## src/rtl/cpu_hazard_scoreboard.sv

```systemverilog
// Decode-side hazard scoreboard: per-register pending counters for in-flight long-latency results.
// Optional CPU_SCOREBOARD_STATS_EN adds o_stall_cycles, a free-running count of stalled cycles.
module cpu_hazard_scoreboard #(
    parameter int REG_COUNT = 64,
    parameter int REG_W     = 6,
    parameter int CNT_W     = 2
) (
    input  logic             i_clock,
    input  logic             i_reset_n,
    input  logic             i_flush,
    input  logic             i_issue_valid,
    input  logic             i_issue_long,
    input  logic [REG_W-1:0] i_issue_rd,
    input  logic             i_issue_rd_en,
    input  logic [REG_W-1:0] i_rs1,
    input  logic [REG_W-1:0] i_rs2,
    input  logic [REG_W-1:0] i_rs3,
    input  logic             i_rs1_en,
    input  logic             i_rs2_en,
    input  logic             i_rs3_en,
    input  logic             i_complete_valid,
    input  logic [REG_W-1:0] i_complete_rd,
    output logic             o_stall,
    output logic             o_busy
`ifdef CPU_SCOREBOARD_STATS_EN
    ,
    output logic [31:0]      o_stall_cycles
`endif
);

    localparam logic [CNT_W-1:0] CNT_MAX = '1;
    localparam logic [CNT_W-1:0] CNT_ONE = CNT_W'(1);

    logic [CNT_W-1:0] cnt [REG_COUNT];
    logic             src_hazard;
    logic             sat_hazard;
    logic             accept;

    // A single outstanding write that retires this cycle is covered by the writeback bypass.
    function automatic logic src_pending(input logic en, input logic [REG_W-1:0] rs,
                                         input logic [CNT_W-1:0] c, input logic completing);
        return en && (rs != '0) && (c != '0) && !((c == CNT_ONE) && completing);
    endfunction

    always_comb begin
        src_hazard = src_pending(i_rs1_en, i_rs1, cnt[i_rs1],
                                 i_complete_valid && (i_complete_rd == i_rs1))
                   | src_pending(i_rs2_en, i_rs2, cnt[i_rs2],
                                 i_complete_valid && (i_complete_rd == i_rs2))
                   | src_pending(i_rs3_en, i_rs3, cnt[i_rs3],
                                 i_complete_valid && (i_complete_rd == i_rs3));
        sat_hazard = i_issue_rd_en && i_issue_long && (i_issue_rd != '0)
                   && (cnt[i_issue_rd] == CNT_MAX);
        o_stall    = i_issue_valid && !i_flush && (src_hazard || sat_hazard);
        accept     = i_issue_valid && !o_stall && !i_flush && i_issue_rd_en
                   && i_issue_long && (i_issue_rd != '0);
    end

    always_ff @(posedge i_clock or negedge i_reset_n) begin
        if (!i_reset_n) begin
            for (int unsigned r = 0; r < REG_COUNT; r++) cnt[r] <= '0;
        end else if (i_flush) begin
            for (int unsigned r = 0; r < REG_COUNT; r++) cnt[r] <= '0;
        end else begin
            for (int unsigned r = 1; r < REG_COUNT; r++) begin
                if (accept && (i_issue_rd == REG_W'(r))) begin
                    if (!(i_complete_valid && (i_complete_rd == REG_W'(r)) && (cnt[r] != '0)))
                        cnt[r] <= cnt[r] + CNT_ONE;
                end else if (i_complete_valid && (i_complete_rd == REG_W'(r)) && (cnt[r] != '0)) begin
                    cnt[r] <= cnt[r] - CNT_ONE;
                end
            end
        end
    end

    always_comb begin
        o_busy = 1'b0;
        for (int unsigned r = 0; r < REG_COUNT; r++) o_busy = o_busy | (cnt[r] != '0);
    end

`ifdef CPU_SCOREBOARD_STATS_EN
    always_ff @(posedge i_clock or negedge i_reset_n) begin
        if (!i_reset_n)   o_stall_cycles <= '0;
        else if (o_stall) o_stall_cycles <= o_stall_cycles + 32'd1;
    end
`endif

endmodule
```

## config.mk

```make
export PLATFORM = sky130hd
export DESIGN_NAME = cpu_hazard_scoreboard
export DESIGN_NICKNAME = d
export VERILOG_FILES = /design/src/rtl/cpu_hazard_scoreboard.sv
export SDC_FILE = /design/constraint.sdc
export NUM_CORES = 1
export LEC_CHECK = 0
export ABC_CLOCK_PERIOD_IN_PS = 3600
export BUFFER_PORTS_ARGS = -buffer_cell sky130_fd_sc_hd__buf_2
export CAP_MARGIN = 20
export CORE_UTILIZATION = 50
export CTS_BUF_LIST = sky130_fd_sc_hd__clkbuf_8
export CTS_CLUSTER_DIAMETER = 40
export DETAILED_ROUTE_END_ITERATION = 16
export PLACE_DENSITY = 0.7
export SYNTH_ARGS = -nofsm -noshare
export SYNTH_HDL_FRONTEND = slang
export SYNTH_SLANG_ARGS = --single-unit
export TNS_END_PERCENT = 50
```

## constraint.sdc

```tcl
create_clock -name i_clock -period 3.6 [get_ports i_clock]
set_clock_uncertainty 0.15 [all_clocks]
set_input_delay 0.54 -clock i_clock [delete_from_list [all_inputs] [get_ports i_clock]]
set_output_delay 0.54 -clock i_clock [all_outputs]
set_load 0.005 [all_outputs]
```

Word-level counts from Yosys, hierarchy flattened
Index checks and enable logic that the tools add are counted.
Widths: inputs -> output; s select.
{"block": "word_totals", "register_bits": 126, "in_bits": 40, "out_inout_bits": 2, "word_cells": 1075}
{"block": "op_classes", "n_addsub": 126, "n_lt_le_gt_ge": 4, "n_eq_ne": 196, "mux": 202, "n_bitwise": 68, "n_reduce_logical": 416}
{"op": "$mux 2", "n": 197}
{"op": "$eq 6x6->1 const B", "n": 64}
{"op": "$logic_and 1x1->1", "n": 214}
{"op": "$eq 6x5->1 const B", "n": 32}
{"op": "$ne 3x3->1 const B", "n": 63}
{"op": "$reduce_bool 3->1", "n": 63}
{"op": "$reduce_bool 2->1", "n": 66}
{"op": "$add 2x1->2 const B", "n": 63}
{"op": "$mux 126", "n": 1}
{"op": "$reduce_and 2->1", "n": 63}
{"op": "$sub 2x1->2 const B", "n": 63}
{"op": "$eq 6x4->1 const B", "n": 16}
{"op": "$or 1x1->1", "n": 64}
{"op": "$bmux 2 s6", "n": 4}
{"op": "$eq 6x3->1 const B", "n": 8}
{"op": "$ge 7x7->1 const B", "n": 4}
{"op": "$not 6->7", "n": 4}
{"op": "$eq 6x2->1 const B", "n": 4}
{"op": "$reduce_bool 6->1", "n": 4}
{"op": "$eq 6x6->1", "n": 3}
{"op": "$eq 6x1->1 const B", "n": 2}
{"op": "$eq 2x1->1 const B", "n": 3}
{"op": "$logic_not 1->1", "n": 5}
{"op": "$eq 2x2->1 const B", "n": 1}
{"op": "$logic_or 1x1->1", "n": 1}

Longest topological paths before layout
{"block": "depth", "depth_word": 63, "ltp_mapped": 14, "depth_no_buf": 9}

Worst setup path after synthesis
No wires, ideal clock.
{"block": "synth_timing", "path_type": "in2out", "start": "in i_rs1[0]", "end": "out o_stall", "arrival_time_ps": 2839, "t_required_ps": 2910, "path_slack_ps": 71, "stages": 11, "n_path_buf": 4, "cell_sequence": "buf_4 buf_2 mux4_2 mux4_2 nand2_1 nand3_1 nor3_1 o32a_2 buf_4 buf_2 a21oi_1"}
{"block": "synth_between", "elab_chain_cells": 12, "elab_cells_between_ends": 18, "classes_between": "eq/ne (2); mux (3); bitwise (3); reduce/logical (10)"}
{"item": "start: declaration", "line": "15", "text": "input logic [REG_W-1:0] i_rs1,"}
{"item": "$not 6->7 (not written as such)", "line": "46", "text": "src_hazard = src_pending(i_rs1_en, i_rs1, cnt[i_rs1],"}
{"item": "$bmux 2 s6", "line": "46"}
{"item": "$mux 2 (not written as such) (2 in a row)", "line": "46"}
{"item": "$eq 2x1->1", "line": "42", "text": "return en && (rs != '0) && (c != '0) && !((c == CNT_ONE) && completing);"}
{"item": "$logic_and 1x1->1", "line": "42"}
{"item": "$logic_not 1->1", "line": "42"}
{"item": "$logic_and 1x1->1 (*)", "line": "42"}
{"item": "$or 1x1->1 (*)", "line": "48", "text": "| src_pending(i_rs2_en, i_rs2, cnt[i_rs2],"}
{"item": "$or 1x1->1 (*)", "line": "50", "text": "| src_pending(i_rs3_en, i_rs3, cnt[i_rs3],"}
{"item": "$logic_or 1x1->1 (*)", "line": "54", "text": "o_stall = i_issue_valid && !i_flush && (src_hazard || sat_hazard);"}
{"item": "$logic_and 1x1->1 (*)", "line": "54"}
{"item": "end: declaration", "line": "23", "text": "output logic o_stall,"}
Mark *: on every way between the ends. The rest lies on a longest branch, timed or not. The select of a mux whose other input is x is not followed.

Worst setup path in the final report
{"block": "layout_timing", "start": "reg cnt[65] in the netlist's numbering", "end": "out o_stall"}
{"block": "layout_between", "elab_chain_cells": 11, "elab_cells_between_ends": 36, "classes_between": "eq/ne (4); mux (12); bitwise (2); reduce/logical (18)"}
{"item": "start: declaration", "line": "34", "text": "logic [CNT_W-1:0] cnt [REG_COUNT];"}
{"item": "start signal: indexed assignment", "line": "68", "text": "cnt[r] <= cnt[r] + CNT_ONE;"}
{"item": "start signal: indexed assignment", "line": "70", "text": "cnt[r] <= cnt[r] - CNT_ONE;"}
{"item": "$bmux 2 s6 (on tied branches)", "line": "46, 48"}
{"item": "$mux 2 (on tied branches) (2 in a row)", "line": "46, 48"}
{"item": "$eq 2x1->1", "line": "42"}
{"item": "$logic_and 1x1->1", "line": "42"}
{"item": "$logic_not 1->1", "line": "42"}
{"item": "$logic_and 1x1->1", "line": "42"}
{"item": "$or 1x1->1", "line": "48"}
{"item": "$or 1x1->1", "line": "50"}
{"item": "$logic_or 1x1->1 (*)", "line": "54"}
{"item": "$logic_and 1x1->1 (*)", "line": "54"}
Marks and branches as above.

==> results.md <==
* Hold/Removal Path Class: in -> reg
* Hold path cells at 4
* Share of post-route cells with drive strength above 1 at between 30% and 40%
* Seq cells post-synth at 126
* Distinct cells, synth at approximately 70
* RSZ-0062 raised after global routing: true
* Rel. slew slack at between 30 and 40%
* Gpl congestion at 1.07
* P_int at around 0.0024 W
* Final Hold Vio Count at 0
* IO Pins at 42
* Largest Register: cnt
* Biggest regs: cnt x126
* Die X at about 160 um
* Synthesized area at around 13,000 um^2
* Largest net degree at the start of global routing at 76
* Leak at approximately 5.6 nW
* CTS tree: yes
* Top_reg_cell synth: dfrtp_1
* Worst-case reg-to-reg path depth at 12
* WL final at 59,500 um
* Largest register FFs at between 100 and 150
* Logic pwr share at between 20 and 25%
* Number of synthesized flops with an enable pin at 0
* Setup CP Type: reg -> out
* Starting density of the core at roughly half
* Vias per std cell at approximately 7.6
* Sw power at about 0.0014 W
* All-layer global routing usage at a little under half
* Worst-path clk slew at 0.12 ns
* Die Ht at 163 um
* Final nets at between 1,500 and 2,000
* CP top delay family: compound AO/OA/AOI/OAI gates
* Via count at about 15,000
* F_max at between 200 and 300 MHz
* Worst slew pin tran at approximately 0.95 ns
* Part of the power in registers at ~38%
* Top cells by area, synth: dfrtp_1 24%, mux4_2 19%, a21oi_1 5.2%, o2111ai_1 4.3%, nor3b_1 3.8%
* H-Tree Depth at 4
* Avg Inst Size Synth at 9.04 um^2
* Placement Setup Slack at -0.237 ns
* Status: finished, violations left
* Net Sw Frac at between 30% and 40%
* First-pass GRT wire length at 87,300 um
* Top cell type by total area after synthesis: dfrtp_1
* # port buffers at between 40 and 50
* CP max FO at 4
* Vias in the first global route at approximately 13,000
* CTS max path bufs at 2
* Worst setup SP type: flip-flop
* Routed Antenna Nets at 0
* Synth Net Count at 1,466
* Worst hold margin at roughly 0.45 ns
* Area Growth Syn to Fin at 18.2%
* Max cap viols at 0
* Total CTS buffers at 17
* WL/cell at ~31 um
* N_diodes at 0
* Part of the cycle the worst path needs at 104%
* Synth async-reset ratio at between 90% and 100%
* Initial antenna violation count at 1
* Num Clock Sinks at around 130
* PD cells at around 250 nW/um^2
* Slowest CP cell: mux4_2
* Yosys warning total at 0
* FILL cells at roughly 2,200
* # DRC at 0
* Detailed Route Iter0 Violations at between 2,000 and 2,500
* Core area at roughly 25,000 um^2
* Drt first pass iters at 8
* Worst-Skew Late Latency at ~0.5 ns
* Failing checks: negative setup slack
* Worst setup EP type: output pin
* Post-layout worst setup margin at -0.132 ns
* Max-slew violations at 0
* Cells along the critical path: buf_6 -> mux4_2 -> mux2i_2 -> mux2i_1 -> a221o_1 -> a32oi_2 -> o32a_4 -> a21oi_4 -> buf_2
* Endpoints failing setup at 1
* Die area at ~26,000 um^2
* CP bufs+invs at 2
* Root buffer cell: clkbuf_8
* Setup_tns at -0.132 ns
* Synth Instances at around 1,400
* CP max stage delay at approximately 0.48 ns
* Crit path arrival time at just over 3 ns
* Worst EP required at 2.91 ns
* Row cnt at just under 60
* Min Tclk post-route at approximately 3.7 ns
* WP depth at 9
* DP HPWL at about 44,000 um
* Share of the synthesized area in the top cell type at 24.4%
* Clock power frac at 39.6%
* Gr ovfl total at 0
* Worst vdd ir at 0.225 mV
* Register area share after synthesis at between 20% and 30%
==> worst register-to-register path, stage by stage (launching register included) <==
cell	delay (ns)
dfrtp_1	0.45
buf_6	0.14
mux4_2	0.48
mux2i_2	0.22
mux2i_1	0.18
a221o_1	0.36
a32oi_2	0.25
o32a_4	0.29
buf_4	0.22
buf_4	0.26
buf_12	0.19
o2111ai_1	0.15
a21oi_1	0.18
==> metrics by stage <==
step	cell area (um^2)	std cells	total power, W	util (%)
global route	15200	1907	0.00380	60.4
floorplan	12900	1426	0.00189	-
finish	15200	1907	0.00374	60.4
global placement	14500	1857	0.00223	57.6
CTS	15200	1906	0.00369	60.2
detailed placement	14500	1857	0.00224	57.6
==> cells in the mapped netlist (21+ instances only) <==
library cell and number:
o2111ai_1 63, dfrtp_1 126, nor2b_1 21, nand4_1 77, nand2_1 105, nand3_1 26, nor4_1 36, o21ai_0 66
and2_1 66, mux2i_1 46, a21oi_1 134, clkbuf_1 57, nor3b_1 65, buf_2 41, a31o_2 34, mux4_2 110
a31o_1 29, nor2_1 91, nor3_1 71
==> final timing paths <==
check / to / slack, ns / startpoint
max in group asynchronous: cnt[113]$_DFFE_PN0P_ / 1.97 / i_reset_n
min in group asynchronous: cnt[15]$_DFFE_PN0P_ / 0.52 / i_reset_n
worst max register to register: cnt[15]$_DFFE_PN0P_ / 0.04 / cnt[65]$_DFFE_PN0P_
worst min register to register: cnt[19]$_DFFE_PN0P_ / 0.52 / cnt[19]$_DFFE_PN0P_
worst min-delay path: cnt[88]$_DFFE_PN0P_ / 0.45 / i_issue_rd[4]
worst max-delay path: o_stall / -0.13 / cnt[65]$_DFFE_PN0P_
==> metal layers <==
layer,vias up,routed length [um],global-route usage (%)
li1,5949,-,-
met1,7056,22300,61.6
met2,1254,24300,64.3
met3,274,8970,15.8
met4,0,3860,24.0
met5,-,0,0
==> cell families after synthesis <==
group           after synthesis  share of synthesized area (%)
buf+inv                     138                           5.56
compound gates              392                           20.6
simple gates                586                           24.5
flops                       126                           24.4
mux                         166                           23.7
xor+xnor                     18                           1.22
==> power groups by stage <==
stage | Combinational, W | Sequential [W] | Clock [W]
3_5_place_dp | 0.000792 | 0.00144 | 0
2_1_floorplan | 0.000446 | 0.00144 | 0
5_1_grt | 0.000873 | 0.00142 | 0.00151
4_1_cts | 0.000810 | 0.00142 | 0.00146
3_3_place_gp | 0.000786 | 0.00144 | 0
6_report | 0.000843 | 0.00142 | 0.00148
==> cells in the final DEF (no fill, tap or decap), types with 9 or more instances in the layout <==
master / synthesis / final
nor2b_1: 21 / 20
nor4_1: 36 / 35
mux4_2: 110 / 110
nand4_1: 77 / 77
nor3_1: 71 / 69
a31o_1: 29 / 29
o21ai_0: 66 / 66
nand3_1: 26 / 26
nor2_1: 91 / 91
xnor2_1: 11 / 11
o2111ai_1: 63 / 63
nor3b_1: 65 / 65
a31o_2: 34 / 34
a22oi_1: 12 / 12
clkbuf_8: 0 / 18
buf_4: 12 / 186
buf_12: 1 / 19
dfrtp_2: 0 / 20
dfrtp_1: 126 / 106
nand2b_1: 9 / 9
and2_1: 66 / 66
nand2_1: 105 / 105
buf_2: 41 / 39
a21oi_1: 134 / 132
mux2_2: 9 / 9
mux2i_1: 46 / 44
==> cell type report <==
class | instances | area [um^2] | share of cell area [%]
Clock inverter | 14 | 170 | 1.12
Clock buffer | 18 | 248 | 1.62
Multi-Input combinational cell | 1162 | 9180 | 60.2
Inverter | 8 | 30.0 | 0.197
Tap cell | 330 | 413 | 2.71
Sequential cell | 126 | 3180 | 20.8
Timing Repair Buffer | 249 | 2030 | 13.3
==> repair_timing <==
item                                    4_1_cts  5_1_grt
buffers inserted                             16        1
hold endpoints to repair                     44        0
endpoints found under the setup margin        1        5
resized for setup                            33        7
pin swaps                                     8        6
hold buffers                                  1        0
Power figures use the tool's default switching activity.
